==> src/rtl/mem_ctrl_pkg.sv <==
// Shared types and constants for the LDR/STR memory access sequencer.
// The optional alignment check is enabled by defining MEM_ALIGN_CHECK_EN.
package mem_ctrl_pkg;

    typedef enum logic [1:0] {
        ST_IDLE   = 2'd0,
        ST_ADDR   = 2'd1,
        ST_ACCESS = 2'd2,
        ST_DONE   = 2'd3
    } state_t;

    localparam int ACK_TIMEOUT_DEF = 15;
    localparam int OFFSET_W_DEF    = 12;

    localparam logic [31:0] ALIGN_MASK = 32'h0000_0003;

    function automatic logic is_misaligned(input logic [31:0] addr);
        return (addr & ALIGN_MASK) != 32'h0000_0000;
    endfunction

endpackage

==> src/rtl/mem_addr_calc.sv <==
// Combinational effective-address adder: base +/- zero-extended offset, with
// pre/post-index selection of the address actually presented to RAM.
module mem_addr_calc
    import mem_ctrl_pkg::*;
#(
    parameter int OFFSET_W = OFFSET_W_DEF
) (
    input  logic [31:0]         base_addr,
    input  logic [OFFSET_W-1:0] offset,
    input  logic                offset_up,
    input  logic                pre_index,
    output logic [31:0]         eff,
    output logic [31:0]         acc_addr
);

    logic [31:0] off_ext_s;

    assign off_ext_s = 32'(offset);

    // Add or subtract the offset; wrap-around modulo 2^32 is intentional.
    always_comb begin
        eff = base_addr;
        if (offset_up) begin
            eff = base_addr + off_ext_s;
        end else begin
            eff = base_addr - off_ext_s;
        end
    end

    // Post-index accesses use the unmodified base.
    always_comb begin
        acc_addr = base_addr;
        if (pre_index) begin
            acc_addr = eff;
        end else begin
            acc_addr = base_addr;
        end
    end

endmodule

==> src/rtl/mem_access_ctrl.sv <==
// LDR/STR access sequencer driving the address bus mux and RAM strobes.
// Define MEM_ALIGN_CHECK_EN to abort accesses whose address bits [1:0] are nonzero.
module mem_access_ctrl
    import mem_ctrl_pkg::*;
#(
    parameter int OFFSET_W    = OFFSET_W_DEF,
    parameter int ACK_TIMEOUT = ACK_TIMEOUT_DEF
) (
    input  logic                clk,
    input  logic                rst,
    input  logic                req_valid,
    output logic                req_ready,
    input  logic                is_load,
    input  logic                is_store,
    input  logic [31:0]         base_addr,
    input  logic [OFFSET_W-1:0] offset,
    input  logic                offset_up,
    input  logic                pre_index,
    input  logic                writeback,
    input  logic [31:0]         store_data,
    output logic                addr_sel,
    output logic [31:0]         mem_addr,
    output logic                mem_re,
    output logic                mem_we,
    output logic [31:0]         mem_wdata,
    input  logic [31:0]         mem_rdata,
    input  logic                mem_ack,
    output logic                done,
    output logic                err,
    output logic [31:0]         load_data,
    output logic                wb_valid,
    output logic [31:0]         wb_addr,
    output logic                stall
);

    localparam int CNT_W = $clog2(ACK_TIMEOUT + 1);

    state_t             state_r;
    state_t             next_state_s;
    logic [31:0]        calc_eff_s;
    logic [31:0]        calc_acc_s;
    logic [31:0]        acc_r;
    logic [31:0]        eff_r;
    logic [31:0]        wdata_r;
    logic               load_r;
    logic               store_r;
    logic               wb_req_r;
    logic               busy_r;
    logic [CNT_W-1:0]   cnt_r;
    logic               nop_s;
    logic               misalign_s;
    logic               timeout_s;
    logic               fail_s;
    logic               drive_addr_s;
    logic [31:0]        addr_src_s;
    logic [31:0]        eff_src_s;

    mem_addr_calc #(.OFFSET_W(OFFSET_W)) u_addr_calc (
        .base_addr (base_addr),
        .offset    (offset),
        .offset_up (offset_up),
        .pre_index (pre_index),
        .eff       (calc_eff_s),
        .acc_addr  (calc_acc_s)
    );

    assign nop_s     = !(is_load || is_store);
    assign timeout_s = (cnt_r == CNT_W'(ACK_TIMEOUT));

`ifdef MEM_ALIGN_CHECK_EN
    assign misalign_s = is_misaligned(acc_r);
`else
    assign misalign_s = 1'b0;
`endif

    // Stall is combinational on req_valid so the PC freezes in the accept cycle.
    assign stall = busy_r || (req_ready && req_valid);

    // State register.
    always_ff @(posedge clk) begin
        if (rst) begin
            state_r <= ST_IDLE;
        end else begin
            state_r <= next_state_s;
        end
    end

    // Next-state logic and abort detection.
    always_comb begin
        next_state_s = state_r;
        fail_s       = 1'b0;
        case (state_r)
            ST_IDLE: begin
                if (req_valid) begin
                    next_state_s = nop_s ? ST_DONE : ST_ADDR;
                end else begin
                    next_state_s = ST_IDLE;
                end
            end
            ST_ADDR: begin
                if (misalign_s) begin
                    next_state_s = ST_DONE;
                    fail_s       = 1'b1;
                end else begin
                    next_state_s = ST_ACCESS;
                end
            end
            ST_ACCESS: begin
                if (mem_ack) begin
                    next_state_s = ST_DONE;
                end else if (timeout_s) begin
                    next_state_s = ST_DONE;
                    fail_s       = 1'b1;
                end else begin
                    next_state_s = ST_ACCESS;
                end
            end
            ST_DONE: begin
                next_state_s = ST_IDLE;
            end
            default: begin
                next_state_s = ST_IDLE;
            end
        endcase
    end

    // In the accept cycle the request is latched at the same edge, so use the live adder.
    always_comb begin
        addr_src_s = acc_r;
        eff_src_s  = eff_r;
        if (state_r == ST_IDLE) begin
            addr_src_s = calc_acc_s;
            eff_src_s  = calc_eff_s;
        end else begin
            addr_src_s = acc_r;
            eff_src_s  = eff_r;
        end
    end

    assign drive_addr_s = (next_state_s == ST_ADDR) || (next_state_s == ST_ACCESS);

    // Request latch; a load+store request is handled as a load.
    always_ff @(posedge clk) begin
        if (rst) begin
            acc_r    <= 32'h0000_0000;
            eff_r    <= 32'h0000_0000;
            wdata_r  <= 32'h0000_0000;
            load_r   <= 1'b0;
            store_r  <= 1'b0;
            wb_req_r <= 1'b0;
        end else if ((state_r == ST_IDLE) && req_valid) begin
            acc_r    <= calc_acc_s;
            eff_r    <= calc_eff_s;
            wdata_r  <= store_data;
            load_r   <= is_load;
            store_r  <= is_store && !is_load;
            wb_req_r <= writeback || !pre_index;
        end else begin
            acc_r    <= acc_r;
            eff_r    <= eff_r;
            wdata_r  <= wdata_r;
            load_r   <= load_r;
            store_r  <= store_r;
            wb_req_r <= wb_req_r;
        end
    end

    // Registered outputs, each decoded from the state being entered.
    always_ff @(posedge clk) begin
        if (rst) begin
            req_ready <= 1'b0;
            busy_r    <= 1'b0;
            addr_sel  <= 1'b0;
            mem_addr  <= 32'h0000_0000;
            mem_re    <= 1'b0;
            mem_we    <= 1'b0;
            mem_wdata <= 32'h0000_0000;
            done      <= 1'b0;
            err       <= 1'b0;
            load_data <= 32'h0000_0000;
            wb_valid  <= 1'b0;
            wb_addr   <= 32'h0000_0000;
            cnt_r     <= '0;
        end else begin
            req_ready <= (next_state_s == ST_IDLE);
            busy_r    <= (next_state_s != ST_IDLE);
            addr_sel  <= drive_addr_s;
            mem_addr  <= drive_addr_s ? addr_src_s : 32'h0000_0000;
            mem_re    <= (next_state_s == ST_ACCESS) && load_r;
            mem_we    <= (next_state_s == ST_ACCESS) && store_r;
            mem_wdata <= ((next_state_s == ST_ACCESS) && store_r) ? wdata_r : 32'h0000_0000;
            done      <= (next_state_s == ST_DONE);
            err       <= (next_state_s == ST_DONE) && fail_s;
            load_data <= ((state_r == ST_ACCESS) && mem_ack && load_r) ? mem_rdata : 32'h0000_0000;
            // Only the direct IDLE->DONE path (no-op request) comes from IDLE; it never writes back.
            wb_valid  <= (next_state_s == ST_DONE) && (state_r != ST_IDLE) && wb_req_r && !fail_s;
            wb_addr   <= (next_state_s == ST_DONE) ? eff_src_s : 32'h0000_0000;
            cnt_r     <= ((state_r == ST_ACCESS) && (next_state_s == ST_ACCESS)) ? (cnt_r + CNT_W'(1)) : '0;
        end
    end

endmodule

==> config.mk <==
export PLATFORM = sky130hd
export DESIGN_NAME = mem_access_ctrl
export DESIGN_NICKNAME = d
export VERILOG_FILES = /design/src/rtl/mem_ctrl_pkg.sv /design/src/rtl/mem_addr_calc.sv /design/src/rtl/mem_access_ctrl.sv
export SDC_FILE = /design/constraint.sdc
export NUM_CORES = 1
export LEC_CHECK = 0
export ABC_AREA = 0
export CAP_MARGIN = 40
export CELL_PAD_IN_SITES_DETAIL_PLACEMENT = 0
export CELL_PAD_IN_SITES_GLOBAL_PLACEMENT = 2
export CORE_ASPECT_RATIO = 1.4
export CORE_UTILIZATION = 29
export CTS_CLUSTER_DIAMETER = 200
export DETAILED_ROUTE_END_ITERATION = 6
export GPL_TIMING_DRIVEN = 0
export PLACE_DENSITY = 0.87
export SLEW_MARGIN = 40
export SYNTH_ARGS = -nofsm -noshare
export SYNTH_HDL_FRONTEND = slang
export SYNTH_SLANG_ARGS = --single-unit
==> constraint.sdc <==
create_clock -name clk -period 5.3 [get_ports clk]
set_input_delay 1.06 -clock clk [delete_from_list [all_inputs] [get_ports clk]]
set_output_delay 1.06 -clock clk [all_outputs]
set_load 0.01 [all_outputs]
# Word-level counts from Yosys, hierarchy flattened
# Cells that the tools add are included.
# Widths: inputs -> output; s select.
# totals
memories	0
mem_bits_ro	0
latchBits	0
ramBits	0
out_inout_bits	136
word_cells	75
reg_bits	241
input_bits	117
# classes
n_reduce_logical	28
eq_ne	7
n_bitwise	5
shifts	0
order_cmp	0
addsub	3
n_div	0
n_mul	0
muxes	12
# op_table
cell	n
$mux 32	4
$add 32x12->32	1
$sub 32x12->32	1
$logic_and 1x1->1	12
$reduce_or 2->1	5
$eq 2x2->1 const B	4
$pmux 2 s4	1
$mux 1	5
$not 1->1	5
$add 4x1->4 const B	1
$eq 2x1->1 const B	2
$eq 4x4->1 const B	1
$logic_not 2->1	2
$logic_or 1x1->1	4
$mux 2	2
$reduce_bool 2->1	2
$logic_not 1->1	3

# Longest topological paths before layout
# logic_depth
ltp_word	8
mapped_depth	17
mapped_depth_nobuf	16

# Modules after synthesis
# From an unflattened synthesis, not the netlist that was laid out.
# unflattened
cells_unflattened	1241
hier_area_um2	11692.5
# by_module_without_submodules
mod	instances	area_per_inst_um2	cells_each	seq_area_each_um2
mem_access_ctrl	1	8901.0	853	4824.6
mem_addr_calc	1	2791.4	388	0.0

# Worst setup path before layout
# No wires, ideal clock.
# synth_path
kind	in2reg
from	in offset[0]
to	reg acc_r[29]
t_arrival_ns	4.134
path_stages	17
setup_slack_ns	1.023
t_required_ns	5.157
n_path_buf	1
setup_ns	0.143
path_cell_list	inv_1 ha_1 nand3b_1 nor4_1 nor2b_1 a21oi_1 xor2_1 ha_1 buf_2 a21oi_1 o211ai_1 a31oi_1 nand3_1 a21bo_2 and3_1 o31ai_1 a311oi_1
# synth_between
elab_chain_cells	3
word_cells_on_any_way	4
cone_classes	add/sub (2); mux (2)
# synth_rtl
element	line	rtl
start, declared	mem_access_ctrl.sv:16	input logic [OFFSET_W-1:0] offset,
$sub 32x12->32 / $add 32x12->32 (equally long branches)	mem_addr_calc.sv:26, mem_addr_calc.sv:24	
$mux 32 (*)	mem_addr_calc.sv:23	if (offset_up) begin
$mux 32 (*)	mem_addr_calc.sv:33	if (pre_index) begin
end signal, assigned	mem_access_ctrl.sv:152	acc_r <= calc_acc_s;
end signal, assigned	mem_access_ctrl.sv:159	acc_r <= acc_r;
end, declared	mem_access_ctrl.sv:42	logic [31:0] acc_r;
# Mark *: on every way between the ends. The rest lies on a longest branch, timed or not.
# A chain may end at the register's enable or synchronous reset.

# Final worst setup path
# layout_path
from	in offset[8]
to	reg mem_addr[25]
# layout_between
elab_chain_cells	4
word_cells_on_any_way	5
cone_classes	add/sub (2); mux (3)
# layout_rtl
element	line	rtl
$sub 32x12->32 / $add 32x12->32 (equally long branches)	mem_addr_calc.sv:26, mem_addr_calc.sv:24	
$mux 32 (*)	mem_addr_calc.sv:23	
$mux 32 (*)	mem_addr_calc.sv:33	
$mux 32 (*)	mem_access_ctrl.sv:131	if (state_r == ST_IDLE) begin
end signal, assigned	mem_access_ctrl.sv:188	mem_addr <= drive_addr_s ? addr_src_s : 32'h0000_0000;
end, declared	mem_access_ctrl.sv:22	output logic [31:0] mem_addr,
# Marked as above.

==> summary.txt <==
antenna violations before repair: 1
Slew Viols, Final: 0
status: finished clean
Worst path slowest cell: nor4_1
drt first pass iters: 5
FFs w/ async S/R, synth: 0
Crit. End Element: register
RePlAce Congestion: 0.879
Fin. Hold Viols: 0
Crit Reg-Reg Startpoint: cnt_r[0]
global-route wire length before repair: 55900 um
worst relative slew slack: 0.418
Nets: 1654
cell depth of the worst flop-to-flop path: 12
critical path's largest stage delay: 0.53 ns
clock latency on the worst-skew pair: 0.55 ns
RSZ-0062 raised after global routing: false
H-tree depth: 1
unique cell type count in the Yosys netlist: 65
Reg-to-Reg End: mem_addr[27]
startpoint types: primary input
crit-path leading delay family: simple AND/OR/NAND/NOR gates
R2R setup slack: 2.19 ns
Starting DRT DRC Count: 574
Final ANT Viol Nets: 0
post-DP HPWL: 29300 um
vias post-DR: 9648
Hold Path Stages: 2
Seq cells post-synth: 241
number of remaining DRC errors: 0
Core Rows: 82
Core ar.: 0.0359 mm2
number of vias per cell: 4.88
worst vdd ir: 0.229 mV
largest net degree at the start of global routing: 15
layout cells sized above 1: 0.0515
number of global-route vias before repair: 9635
Root Buffer: clkbuf_16
Setup-failing EPs final: 0
CP Max Fanout: 8
clock slew at reported path FFs: 0.07 ns
chip width: 163 um
top area cells in the synthesized netlist: dfxtp_1 (46%), a21oi_1 (5.7%), nand2_1 (5.5%)
Die Area: 0.0373 mm2
syn_nets: 1376
die height: 228 um
EDFF count, synth: 0
synthesized area per cell: 8.69 um2
Bufs and invs on worst path: 2
worst hold slack: 0.448 ns
final setup margin: 0.321 ns
static leakage: 5.84 nW
Tmin final: 4.98 ns
Fmax achieved: 201 MHz
TritonCTS Buffers: 26
worst hold start: wdata_r[11]
period utilization: 0.939
number of I/O pins: 253
area delta synth->final: 37.9%
Final Power: 0.00485 W
CP Cell Sequence: clkdlybuf4s50_1, nor4_1, nand2_1, nor3_1, ha_1, mux2_2, ha_1, clkbuf_1, nand2_1, nor3_1, o2111ai_1, nand3_1, a21bo_2, nand3_1, a31oi_1, a21oi_1
leading area contributor after synthesis: dfxtp_1
Starting Density: 0.295
hold buffers post-CTS: 0
fin util: 0.406
Post-Route Skew: 0.0145 ns
Syn Std Cell Area: 0.0106 mm2
CTS Buffer Depth: 3
WL/cell: 19.0 um
most common flop cell mapped by yosys: dfxtp_1
Detailed Route WL: 37600 um
sequential fraction of the synthesis area: 0.456
max-cap check violation count: 0
CTS tree: built
IO buf count: 250
min-delay worst type: register to register
critical path type: primary input to register
global-route usage over all layers: 0.197
Congestion Overflow GR: 0
Sink Count: 241
CP arrival: 5.39 ns
pwr dens: 332 mW/mm2
Data required, critical path: 5.71 ns
Place WS: -0.562 ns
WHS Endpoint: wdata_r[11]
synthesized instance count: 1218
Synth top area share: 0.456
Ys Warns: 0
Worst Max-Slew Pin Slew: 0.874 ns
-- worst reg2reg max path, delay by kind of cell (launching register included) --
family / cells / cell delay (ns)
adder cells (fa/ha/maj): 2 / 0.50
AO/OA/AOI/OAI: 4 / 0.78
buffers and inverters: 3 / 0.90
flip-flops: 1 / 0.32
AND/OR/NAND/NOR: 3 / 0.54
-- through the flow --
stage               instance area [um2]  setup TNS, ns  cells
floorplan                         10600              0   1218
global placement                  13700         -14.18   1930
detailed placement                13700         -14.94   1930
CTS                               14600              0   1977
global route                      14600              0   1978
finish                            14600              0   1978
-- cell usage after synthesis, types with 18 or more instances --
master    count
a211oi_1     42
mux2i_1      48
dfxtp_1     241
nand2_1     156
o21ai_0      43
nor3_1       18
and3_1       39
nor2_1      106
clkbuf_1     64
inv_1        20
nand3_1      24
and2_1       40
nand3b_1     18
ha_1         40
a21oi_1     121
-- timing repair --
item	in CTS	in global routing
pin swaps	0	1
setup endpoints to repair	1	11
gates resized for setup	1	3
buffers inserted	0	0
-- cells in the final DEF, fill, tap and decap left out, types with 5 or more instances in the layout --
cell,synthesis,final
or3_1,5,5
nor3_1,18,17
xnor2_1,17,17
o211ai_1,5,5
clkbuf_8,0,7
buf_2,5,6
nand3_1,24,24
ha_1,40,40
nor2b_1,14,13
clkbuf_16,0,27
clkbuf_1,64,65
nand3b_1,18,18
a211oi_1,42,42
mux2i_1,48,48
inv_1,20,20
and2_1,40,40
a21oi_1,121,119
o21ai_0,43,43
and3_1,39,39
nand4_1,9,9
buf_1,13,12
o31ai_1,5,5
dfxtp_1,241,241
a21o_1,16,16
xor2_1,17,17
a31oi_1,11,11
nor3b_1,5,5
clkdlybuf4s50_1,0,250
nor2_1,106,106
nor4_1,9,9
nand2b_1,6,6
nand2_1,156,156
a311oi_1,8,8
-- metal layers --
layer  global-route usage  vias to the layer above  part of all wire
met5                    0                        -                 0
met4               0.0815                        0             0.035
met3               0.0304                       57             0.054
met2                0.372                      300              0.52
met1                0.212                     4497              0.39
li1                     -                     4794                 -
-- worst max-delay path by stage --
| stage | to | from | slack (ns) | cells past startpoint |
|---|---|---|---|---|
| after floorplan | acc_r[29] | offset[0] | 1.02 | 17 |
| after global routing | mem_addr[30] | offset[2] | 0.001 | 17 |
| after global placement | mem_addr[23] | offset[0] | -0.58 | 17 |
| after CTS | mem_addr[23] | offset[0] | 0.15 | 17 |
| after detailed placement | mem_addr[23] | offset[0] | -0.56 | 17 |
| final | mem_addr[25] | offset[8] | 0.32 | 16 |
-- power breakdown --
group,total [W],switching (W),internal (W)
combinational,0.000980,0.000583,0.000398
sequential,0.00196,0.0000447,0.00192
clock,0.00190,0.000777,0.00113
-- cell families (layout without fill, tap and decap cells) --
| logic type | Yosys count | after routing | share of synthesized area |
|---|---|---|---|
| AOI/OAI and AO/OA | 282 | 282 | 0.166 |
| other | 0 | 1 | 0 |
| and+or+nand+nor | 464 | 464 | 0.214 |
| buffers and inverters | 106 | 403 | 0.0389 |
| muxes | 50 | 50 | 0.0475 |
| adders and majority gates | 41 | 41 | 0.0492 |
| DFF | 241 | 241 | 0.456 |
| xor gates and xnor gates | 34 | 34 | 0.0281 |
-- area by class of cell --
class                      count  area, um2
inverter                      23       86.3
tap                          462        578
timing repair buffer         250       2500
antenna                        1       2.50
sequential                   241       4820
fill                        3637      21300
multi-input combinational    871       5360
clock inverter                11        125
clock buffer                  36        779
buffer                        83        328
-- sequential cells by signal, summed over array words and instances, names as in the netlist --
signal     count
acc_r         32
addr_sel       1
busy_r         1
cnt_r          4
done           1
eff_r         32
err            1
load_data     32
load_r         1
mem_addr      32
mem_re         1
mem_wdata     32
mem_we         1
req_ready      1
state_r        2
store_r        1
wb_addr       32
wb_req_r       1
wb_valid       1
wdata_r       32
No activity file was read; power rests on OpenSTA's default activity.
